File: src/rtl/updown_mod_counter_if.sv
// updown_mod_counter_if: control and status bundle for updown_mod_counter.
//   master: drives clear/enable/up_dn/load/load_val/ovf_clr, observes status.
//   slave : the counter, consumes controls and drives
//           count/tc/sat/ovf/at_max/at_zero.
interface updown_mod_counter_if #(
    parameter int WIDTH = 8
);
    logic             clear;
    logic             enable;
    logic             up_dn;
    logic             load;
    logic [WIDTH-1:0] load_val;
    logic             ovf_clr;
    logic [WIDTH-1:0] count;
    logic             tc;
    logic             sat;
    logic             ovf;
    logic             at_max;
    logic             at_zero;

    modport master (
        output clear, enable, up_dn, load, load_val, ovf_clr,
        input  count, tc, sat, ovf, at_max, at_zero
    );

    modport slave (
        input  clear, enable, up_dn, load, load_val, ovf_clr,
        output count, tc, sat, ovf, at_max, at_zero
    );
endinterface

File: src/rtl/updown_mod_counter.sv
// updown_mod_counter: up/down counter over 0..MAX_VAL with wrap or saturate
// boundaries, parallel load, and terminal-count/saturation pulses. It also
// keeps a sticky overflow flag.
//   clk     : rising-edge clock
//   reset_n : asynchronous active-low reset (count=RESET_VAL, flags cleared)
//   bus     : slave side of updown_mod_counter_if
//             inputs : clear > load > enable priority, up_dn, load_val, ovf_clr
//             outputs: count, tc, sat, ovf (registered), at_max, at_zero (decoded)
module updown_mod_counter #(
    parameter int              WIDTH     = 8,
    parameter longint unsigned MAX_VAL   = (64'd1 << WIDTH) - 64'd1,
    parameter bit              SATURATE  = 1'b0,
    parameter longint unsigned RESET_VAL = 64'd0
) (
    input logic                clk,
    input logic                reset_n,
    updown_mod_counter_if.slave bus
);
    localparam longint unsigned FULL = (64'd1 << WIDTH) - 64'd1;
    localparam logic [WIDTH-1:0] MAX = MAX_VAL[WIDTH-1:0];
    localparam logic [WIDTH-1:0] RST = RESET_VAL[WIDTH-1:0];

    if (WIDTH < 2 || WIDTH > 32) begin : g_bad_width
        $error("updown_mod_counter: WIDTH must be 2..32");
    end
    if (MAX_VAL == 64'd0 || MAX_VAL > FULL) begin : g_bad_max
        $error("updown_mod_counter: MAX_VAL must be 1..2**WIDTH-1");
    end
    if (RESET_VAL > MAX_VAL) begin : g_bad_rst
        $error("updown_mod_counter: RESET_VAL must not exceed MAX_VAL");
    end

    logic [WIDTH-1:0] count_q, count_d;
    logic             tc_q, tc_d, sat_q, sat_d, ovf_q, ovf_d;
    logic             step, edge_hit, boundary;

    // The boundary compare precedes the add/subtract, so the +1/-1 path only
    // runs strictly inside 0..MAX and never relies on binary overflow.
    always_comb begin
        step     = bus.enable & ~bus.clear & ~bus.load;
        edge_hit = bus.up_dn ? (count_q == MAX) : (count_q == '0);
        boundary = step & edge_hit;
        tc_d     = boundary & ~SATURATE;
        sat_d    = boundary & SATURATE;
        count_d  = bus.clear ? RST
                 : bus.load  ? ((bus.load_val > MAX) ? MAX : bus.load_val)
                 : !step     ? count_q
                 : !edge_hit ? (bus.up_dn ? count_q + WIDTH'(1) : count_q - WIDTH'(1))
                 : SATURATE  ? count_q
                 : bus.up_dn ? '0 : MAX;
        // A boundary event outranks ovf_clr so a simultaneous event is not lost.
        ovf_d    = bus.clear ? 1'b0 : boundary ? 1'b1 : bus.ovf_clr ? 1'b0 : ovf_q;
    end

    always_ff @(posedge clk or negedge reset_n) begin
        if (!reset_n) begin
            count_q <= RST;
            tc_q    <= 1'b0;
            sat_q   <= 1'b0;
            ovf_q   <= 1'b0;
        end else begin
            count_q <= count_d;
            tc_q    <= tc_d;
            sat_q   <= sat_d;
            ovf_q   <= ovf_d;
        end
    end

    assign bus.count   = count_q;
    assign bus.tc      = tc_q;
    assign bus.sat     = sat_q;
    assign bus.ovf     = ovf_q;
    assign bus.at_max  = (count_q == MAX);
    assign bus.at_zero = (count_q == '0);
endmodule

File: src/flat_wrapper.sv
// flat-port wrapper written by rule: the top's interface ports become plain ports
module updown_mod_counter_flat 
#(
    parameter int              WIDTH     = 8,
    parameter longint unsigned MAX_VAL   = (64'd1 << WIDTH) - 64'd1,
    parameter bit              SATURATE  = 1'b0,
    parameter longint unsigned RESET_VAL = 64'd0
)
  (clk, reset_n, bus_clear, bus_enable, bus_up_dn, bus_load, bus_load_val, bus_ovf_clr, bus_count, bus_tc, bus_sat, bus_ovf, bus_at_max, bus_at_zero);
  updown_mod_counter_if #(.WIDTH(WIDTH)) bus_i ();
  input logic clk;
  input logic reset_n;
  input wire logic [$bits(bus_i.clear)-1:0] bus_clear;
  input wire logic [$bits(bus_i.enable)-1:0] bus_enable;
  input wire logic [$bits(bus_i.up_dn)-1:0] bus_up_dn;
  input wire logic [$bits(bus_i.load)-1:0] bus_load;
  input wire logic [$bits(bus_i.load_val)-1:0] bus_load_val;
  input wire logic [$bits(bus_i.ovf_clr)-1:0] bus_ovf_clr;
  output wire logic [$bits(bus_i.count)-1:0] bus_count;
  output wire logic [$bits(bus_i.tc)-1:0] bus_tc;
  output wire logic [$bits(bus_i.sat)-1:0] bus_sat;
  output wire logic [$bits(bus_i.ovf)-1:0] bus_ovf;
  output wire logic [$bits(bus_i.at_max)-1:0] bus_at_max;
  output wire logic [$bits(bus_i.at_zero)-1:0] bus_at_zero;
  assign bus_i.clear = bus_clear;
  assign bus_i.enable = bus_enable;
  assign bus_i.up_dn = bus_up_dn;
  assign bus_i.load = bus_load;
  assign bus_i.load_val = bus_load_val;
  assign bus_i.ovf_clr = bus_ovf_clr;
  assign bus_count = bus_i.count;
  assign bus_tc = bus_i.tc;
  assign bus_sat = bus_i.sat;
  assign bus_ovf = bus_i.ovf;
  assign bus_at_max = bus_i.at_max;
  assign bus_at_zero = bus_i.at_zero;
  updown_mod_counter #(.WIDTH(WIDTH), .MAX_VAL(MAX_VAL), .SATURATE(SATURATE), .RESET_VAL(RESET_VAL)) u_core (.clk(clk), .reset_n(reset_n), .bus(bus_i));
endmodule
File: config.mk
export PLATFORM = sky130hd
export DESIGN_NAME = updown_mod_counter_flat
export DESIGN_NICKNAME = d
export VERILOG_FILES = /design/src/rtl/updown_mod_counter_if.sv /design/src/rtl/updown_mod_counter.sv /design/src/flat_wrapper.sv
export SDC_FILE = /design/constraint.sdc
export NUM_CORES = 1
export LEC_CHECK = 0
export CORE_AREA = 2 2 50 52
export DETAILED_ROUTE_END_ITERATION = 7
export DIE_AREA = 0 0 52 54
export PLACE_DENSITY = 0.81
export SETUP_SLACK_MARGIN = 0.15
export SYNTH_ARGS = -nofsm -noshare
export SYNTH_HDL_FRONTEND = slang
export SYNTH_SLANG_ARGS = --single-unit
File: constraint.sdc
create_clock -name clk -period 3.35 [get_ports clk]
set_clock_uncertainty 0.1 [all_clocks]
set_input_delay 0.5025 -clock clk [delete_from_list [all_inputs] [get_ports clk]]
set_output_delay 0.5025 -clock clk [all_outputs]
set_load 0.03 [all_outputs]
; ---- Yosys cells after proc, flatten, opt, wreduce, memory -nomap -nowiden
; Cells that the tools add are included.
[classes]
n_addsub = 2
n_lt_le_gt_ge = 1
n_eq_ne = 1
mux = 11
bitwise_logic = 5
reduce_logical = 3
[op_table]
columns = op, count
row1 = 8-bit two-way mux, 7
row2 = 8-bit by 1-bit adder with 8-bit output (second input constant), 1
row3 = 8-bit equality test (second input constant), 1
row4 = 8-bit greater-than comparator (second input constant), 1
row5 = 8-bit zero test, 1
row6 = 8-bit by 1-bit subtractor with 8-bit output (second input constant), 1
row7 = 3-bit nonzero test, 2
row8 = 1-bit two-way mux, 4
row9 = 1-bit AND, 3
row10 = 1-bit inverter, 2
[word_totals]
ff_bits = 10
inputBits = 15
output_inout_bits = 13
wordCells = 26

; ---- Logic depth before layout (Yosys ltp)
; Gate-level depths: netlist of run 1.
[depth]
depth_word = 6
mapped_depth = 8
mapped_depth_nobuf = 8

; ---- Least setup slack after synthesis of run 1
; OpenSTA, ideal clock, no wires.
[synth_path]
path_kind = reg2out
startpoint = reg u_core.count_q[2] (netlist: u_core.bus.count[2])
endpoint = out bus_at_zero
arrival_ps = 1380
required_time_ps = 2747
setup_slack_ps = 1368
path_stages_with_launch = 4
cell_sequence = dfrtp_1 > nor4_4 > nand2_2 > nor2_1
[synth_between]
elab_chain_cells = 1
[synth_lines]
columns = element, line_no
row1 = "start, declared", updown_mod_counter.sv:33  ; logic [WIDTH-1:0] count_q, count_d;
row2 = "start signal, assigned", updown_mod_counter.sv:62  ; count_q <= count_d;
row3 = 8-bit zero test, updown_mod_counter.sv:74  ; assign bus.at_zero = (count_q == '0);
row4 = "end, declared", flat_wrapper.sv:24  ; output wire logic [$bits(bus_i.at_zero)-1:0] bus_at_zero;
; No other way between the ends.

; ---- Worst setup path after layout of run 1
[layout_path]
startpoint = in bus_up_dn
endpoint = reg u_core.count_q[5] (netlist: u_core.bus.count[5])
[layout_between]
elab_chain_cells = 5
word_cells_on_any_way = 7
classes_between = 7 x mux
[layout_lines]
columns = element, line_no
row1 = "start, declared", flat_wrapper.sv:15  ; input wire logic [$bits(bus_i.up_dn)-1:0] bus_up_dn;
row2 = 8-bit two-way mux (tied with other cells), updown_mod_counter.sv:48  ; : !edge_hit ? (bus.up_dn ? count_q + WIDTH'(1) : count_q - WIDTH'(1))
row3 = 8-bit two-way mux (*), updown_mod_counter.sv:48
row4 = 8-bit two-way mux (*), updown_mod_counter.sv:47  ; : !step ? count_q
row5 = 8-bit two-way mux (*), updown_mod_counter.sv:46  ; : bus.load ? ((bus.load_val > MAX) ? MAX : bus.load_val)
row6 = 8-bit two-way mux (*), updown_mod_counter.sv:45  ; count_d = bus.clear ? RST
; Every way passes the cells marked *; elsewhere a longest branch is shown, timed or not. The select of a mux whose other input is x is not followed.
; A chain may end at the register's enable or synchronous reset.

==> metrics, run 1 <==
global-route wire length before repair 4110 um; Synth Warn # 0; CP Data Required Time 3.37 ns; hold crit path type input pin to asynchronous set/reset pin; total gr overflow 0; Final min period 2.60 ns; CTS root buf clkbuf_4; Yosys reg bits 10; All-Layer GR Usage 0.196; Die Span Y 54 um; Post-Synthesis Cells 106; CTS sink cnt 10; Starting Density 0.397; final-stage net count 156; vias per cell 5.63; Wirelength per Cell 14.7 um; status finished, final reports clean; CP endpoint kind flip-flop; sequential share of power 0.369; CP bufs+invs 2; Post-Syn Nets 128; number of buffers added for setup after CTS 0; routability congestion estimate 0.859; crit-path max FO 10; CTS tree yes; Comb pwr share 0.437; cell mode on critical path a21oi_2; Post-CTS Resized 0; Die ar. 2810 um^2; max-slew violations 0; number of synthesized flops with an enable pin 0; Syn Area/Cell 8.69 um^2; Max Cap Violations 0; total clock buffers created by CTS 3; sequential-to-total area share from yosys stat 0.272; DP HPWL 1900 um; Final setup viols 0; met2 usage 0.354; M1 GR Usage 0.227; # DRC 0; Synth cell types 38; hold_buf cts 0; std cell rows 18; Leak Pwr 0.491 nW; Int Pwr 0.000251 W; max incr delay on CP 0.69 ns; First-pass DRT Iterations 4; CP max-delay cell clkdlybuf4s50_1; # IOs 28; critical setup path kind input pin to flip-flop; IO buf count 26; Hold Vio Cnt, Final 0; Skew-Pair Late Insertion Delay 0.26 ns; GR Layer Usage met3 0.0444; H-tree depth 1; RSZ-0062 raised after global routing false; P_sw 0.000154 W; CTS clk-pin slew, worst paths 0.06 ns; Overall Power 0.000405 W; initial DRC count 11; CP Launch Type input pin; initial antenna violation count 0; largest net degree at the start of global routing 19; overall routed net length 2370 um; Max Clock Freq 0.385 GHz; asr flop ratio synth 1.00; pwr dens 331 nW/um^2; post-route setup TNS 0 ns; Die W 52 um; via count 912; Synth Cell Area 921 um^2; FILL cells 221; crit path DAT 2.62 ns; crit-path leading delay family buffers and inverters; Core ar. 2320 um^2; vias in the first global route 904; Synth Flop Type dfrtp_1; period utilization 0.775; sw frac 0.380; worst-case vdd ir drop 247 uV; worst-path cell chain clkdlybuf4s50_1 -> inv_2 -> ha_1 -> a21o_1 -> a21oi_2 -> o21bai_1 -> a21oi_2 -> xor2_1 -> a21oi_1; CTS Buffer Depth 2; Clk network pwr share 0.194; n_diodes 0; P&R area growth vs syn 32.7%; share of cells above drive strength 1 0.129; Antenna Nets Post-Route 0; GR peak layer met2
-- flip-flops by register name (all words and copies together) (netlist names) --
signal,count
u_core.bus.count,8
u_core.bus.ovf,1
u_core.bus.tc,1
-- cell usage in the layout (no fill, tap or decap), types with 4 or more instances in the layout --
cell and instances:
a21oi_1 12, clkdlybuf4s50_1 26, dfrtp_1 10, ha_1 6
inv_1 7, nand2_1 4, nand2b_1 5, nor2_1 8
o21ai_1 5, o311ai_0 4, xor2_1 4
-- cell type report --
cell class | count | area [um^2] | share of cell area
inverters | 9 | 33.8 | 0.0276
flip-flops and latches | 10 | 250 | 0.205
clock buffers | 3 | 22.5 | 0.0184
repair buffers | 27 | 268 | 0.219
well taps | 30 | 37.5 | 0.0307
multi-input cells | 83 | 611 | 0.499
-- synthesized netlist by cell type (4+ instances only) --
cell | number | area, um^2
a21oi_1 | 12 | 60.1
dfrtp_1 | 10 | 250
ha_1 | 6 | 75.1
inv_1 | 7 | 26.3
nand2_1 | 4 | 15.0
nand2b_1 | 5 | 31.3
nor2_1 | 8 | 30.0
o21ai_1 | 5 | 25.0
o311ai_0 | 4 | 35.0
xor2_1 | 4 | 35.0
-- stage by stage --
| stage | hold WS [ns] | cells | util | setup slack (ns) | area, um^2 |
|---|---|---|---|---|---|
| global route | 0.497 | 162 | 0.527 | 0.595 | 1220 |
| finish | 0.467 | 162 | 0.527 | 0.754 | 1220 |
| floorplan | 0.107 | 106 | - | 1.37 | 921 |
| global placement | 0.432 | 159 | 0.517 | 0.570 | 1200 |
| detailed placement | 0.470 | 159 | 0.517 | 0.494 | 1200 |
| CTS | 0.482 | 162 | 0.527 | 0.764 | 1220 |
-- cell families (layout without fill, tap and decap cells) --
logic type	after synthesis	count (layout)	share of synthesized area
AOI/OAI and AO/OA	38	38	0.298
xor gates and xnor gates	6	6	0.0571
adders and majority gates	7	7	0.103
buffers and inverters	13	39	0.0652
DFF	10	10	0.272
other	1	1	0.00407
and+or+nand+nor	31	31	0.201
-- metal layers --
| layer | share of wire | wire length [um] |
|---|---|---|
| met2 | 0.52 | 1230 |
| met1 | 0.41 | 963 |
| met5 | 0 | 0 |
| met4 | 0.022 | 53 |
| met3 | 0.055 | 130 |
-- worst paths after layout --
kind	startpoint	depth (start not counted)	slack, ns	end
min in group clk	u_core.bus.ovf$_DFFE_PN0P_	2	0.47	u_core.bus.ovf$_DFFE_PN0P_
hold reg to reg	u_core.bus.ovf$_DFFE_PN0P_	2	0.47	u_core.bus.ovf$_DFFE_PN0P_
setup reg to reg	u_core.bus.count[0]$_DFFE_PN0P_	8	1.36	u_core.bus.count[6]$_DFFE_PN0P_
setup / recovery	bus_up_dn	9	0.75	u_core.bus.count[5]$_DFFE_PN0P_
max in group asynchronous	reset_n	1	2.36	u_core.bus.tc$_DFF_PN0_
hold / removal	reset_n	1	0.47	u_core.bus.count[6]$_DFFE_PN0P_
-- power groups by stage --
stage / Sequential, W / Combinational, W / Clock (W)
3_5_place_dp: 0.000151 / 0.000176 / 0
2_1_floorplan: 0.000162 / 0.000104 / 0
4_1_cts: 0.000149 / 0.000178 / 0.0000818
6_report: 0.000149 / 0.000177 / 0.0000784
5_1_grt: 0.000151 / 0.000194 / 0.0000916
3_3_place_gp: 0.000151 / 0.000172 / 0
(Power assumes the default switching activity.)
==> inputs of run 2 (changes only) <==
==> constraint.sdc (replaced) <==
create_clock -name clk -period 2.4 [get_ports clk]
set_clock_uncertainty 0.1 [all_clocks]
set_input_delay 0.36 -clock clk [delete_from_list [all_inputs] [get_ports clk]]
set_output_delay 0.36 -clock clk [all_outputs]
set_load 0.03 [all_outputs]
==> run 2 against run 1 <==
Net effect: via count increased by 6.3%; register-to-register slack got worse by 0.95 ns; highest routed layer unchanged; sequential share of layout area decreased by 0.84 points; die area unchanged; final area is 4.3% higher.
==> metrics, run 2 (same netlist as run 1, synthesis figures left out) <==
r2r endpoint u_core.bus.count[6]$_DFFE_PN0P_; Overall Power 0.000618 W; total clock buffers created by CTS 3; Final min period 2.15 ns; H-tree depth 1; number of buffers added for setup after CTS 0; n_diodes 0; std cell rows 18; max-slew violations 0; crit-path max FO 10; # DRC 0; hold crit path type input pin to asynchronous set/reset pin; DP HPWL 1920 um; total gr overflow 0; initial antenna violation count 0; Core Util, Final 0.550; routability congestion estimate 0.849; Die Span Y 54 um; P_sw 0.000227 W; First-pass DRT Iterations 4; vias in the first global route 944; CP Data Required Time 2.49 ns; Wirelength per Cell 14.4 um; CTS clk-pin slew, worst paths 0.07 ns; reg-to-reg startpoint u_core.bus.count[0]$_DFFE_PN0P_; IO buf count 26; vias per cell 5.77; critical setup path kind input pin to flip-flop; Clk network pwr share 0.248; most frequent cells in the layout clkdlybuf4s50_1 (24), a21oi_1 (12), dfrtp_1 (10), nor2_1 (8), inv_1 (7); initial DRC count 15; All-Layer GR Usage 0.190; Max Clock Freq 0.465 GHz; crit path launch bus_up_dn; pwr dens 485 nW/um^2; CTS tree yes; Hold WS 0.311 ns; slack of the worst reg-to-reg path 0.41 ns; Die ar. 2810 um^2; CP Launch Type input pin; via count 969; CTS sink cnt 10; Final setup viols 0; global-route wire length before repair 3940 um; sw frac 0.368; Skew-Pair Late Insertion Delay 0.27 ns; CP endpoint kind flip-flop; overall routed net length 2420 um; worst r2r path cells 8; leading cell type in the layout, fill and taps excluded clkdlybuf4s50_1; period utilization 0.895; worst-case vdd ir drop 303 uV; number of flip-flops in the largest register 8; Leak Pwr 0.546 nW; status finished, final reports clean; Int Pwr 0.000391 W; Starting Density 0.397; Max Cap Violations 0; Antenna Nets Post-Route 0; Comb pwr share 0.424; share of cells above drive strength 1 0.167; Core ar. 2320 um^2; hold_buf cts 0; RSZ-0062 raised after global routing false; CTS Buffer Depth 2; CTS root buf clkbuf_4; Die W 52 um; Hold Vio Cnt, Final 0; largest net degree at the start of global routing 18; P&R area growth vs syn 38.5%; sequential share of power 0.329; crit path DAT 2.24 ns; final-stage net count 161; # IOs 28
[run 2: changes by cell type in the layout (fill, tap and decap cells not counted)]
cell             previous run  this run
clkbuf_8                    0         1
buf_4                       1         6
dlymetal6s2s_1              0         1
dlygate4sd2_1               0         1
clkdlybuf4s50_1            26        24
[run 2: what timing repair did]
action                     CTS  global route
resized for setup            1             1
setup endpoints to repair    1             1
cloned                       0             0
pin swaps                    0             0
[run 2: final cells by class]
cell class                      count  area, um^2
Inverter                            9        33.8
Sequential cell                    10         250
Timing Repair Buffer               32         307
Clock buffer                        4        36.3
Tap cell                           30        37.5
Fill cell                         201        1040
Multi-Input combinational cell     83         611
[run 2: worst max-delay path by stage]
| stage | to | slack, ns |
|---|---|---|
| after detailed placement | u_core.bus.count[7]$_DFFE_PN0P_ | -0.03 |
| final | u_core.bus.count[7]$_DFFE_PN0P_ | 0.25 |
| after global placement | u_core.bus.count[5]$_DFFE_PN0P_ | 0.04 |
| after global routing | u_core.bus.count[6]$_DFFE_PN0P_ | 0.15 |
| after CTS | bus_at_max | 0.19 |
| after floorplan | u_core.bus.count[6]$_DFFE_PN0P_ | 0.42 |
[run 2: power groups by stage]
stage	combinational [W]	clock, W	sequential [W]
after global routing	0.000282	0.000164	0.000206
final	0.000262	0.000153	0.000203
after global placement	0.000252	0	0.000206
after floorplan	0.000145	0	0.000226
after CTS	0.000261	0.000156	0.000203
after detailed placement	0.000261	0	0.000206
[run 2: metal layers]
layer | routed length (um) | track usage | vias up
met4 | 75 | 0.105 | 0
met3 | 134 | 0.0583 | 11
met1 | 1020 | 0.221 | 477
li1 | - | - | 448
met5 | 0 | 0 | -
met2 | 1190 | 0.312 | 33
[run 2: critical path: stages]
cell             delay, ns
clkdlybuf4s50_1       0.49
inv_2                 0.10
ha_1                  0.28
a21o_1                0.19
a21oi_2               0.18
o21bai_1              0.10
a21oi_2               0.22
nand3_1               0.13
a31oi_2               0.19
[run 2: metrics by stage]
stage	cell area (um^2)	setup slack (ns)	TNS [ns]	cells
final	1270	0.251	0	168
after global routing	1270	0.151	0	168
after CTS	1270	0.194	0	168
after detailed placement	1240	-0.0274	-0.0326	164
after global placement	1240	0.0443	0	164
after floorplan	921	0.420	0	106
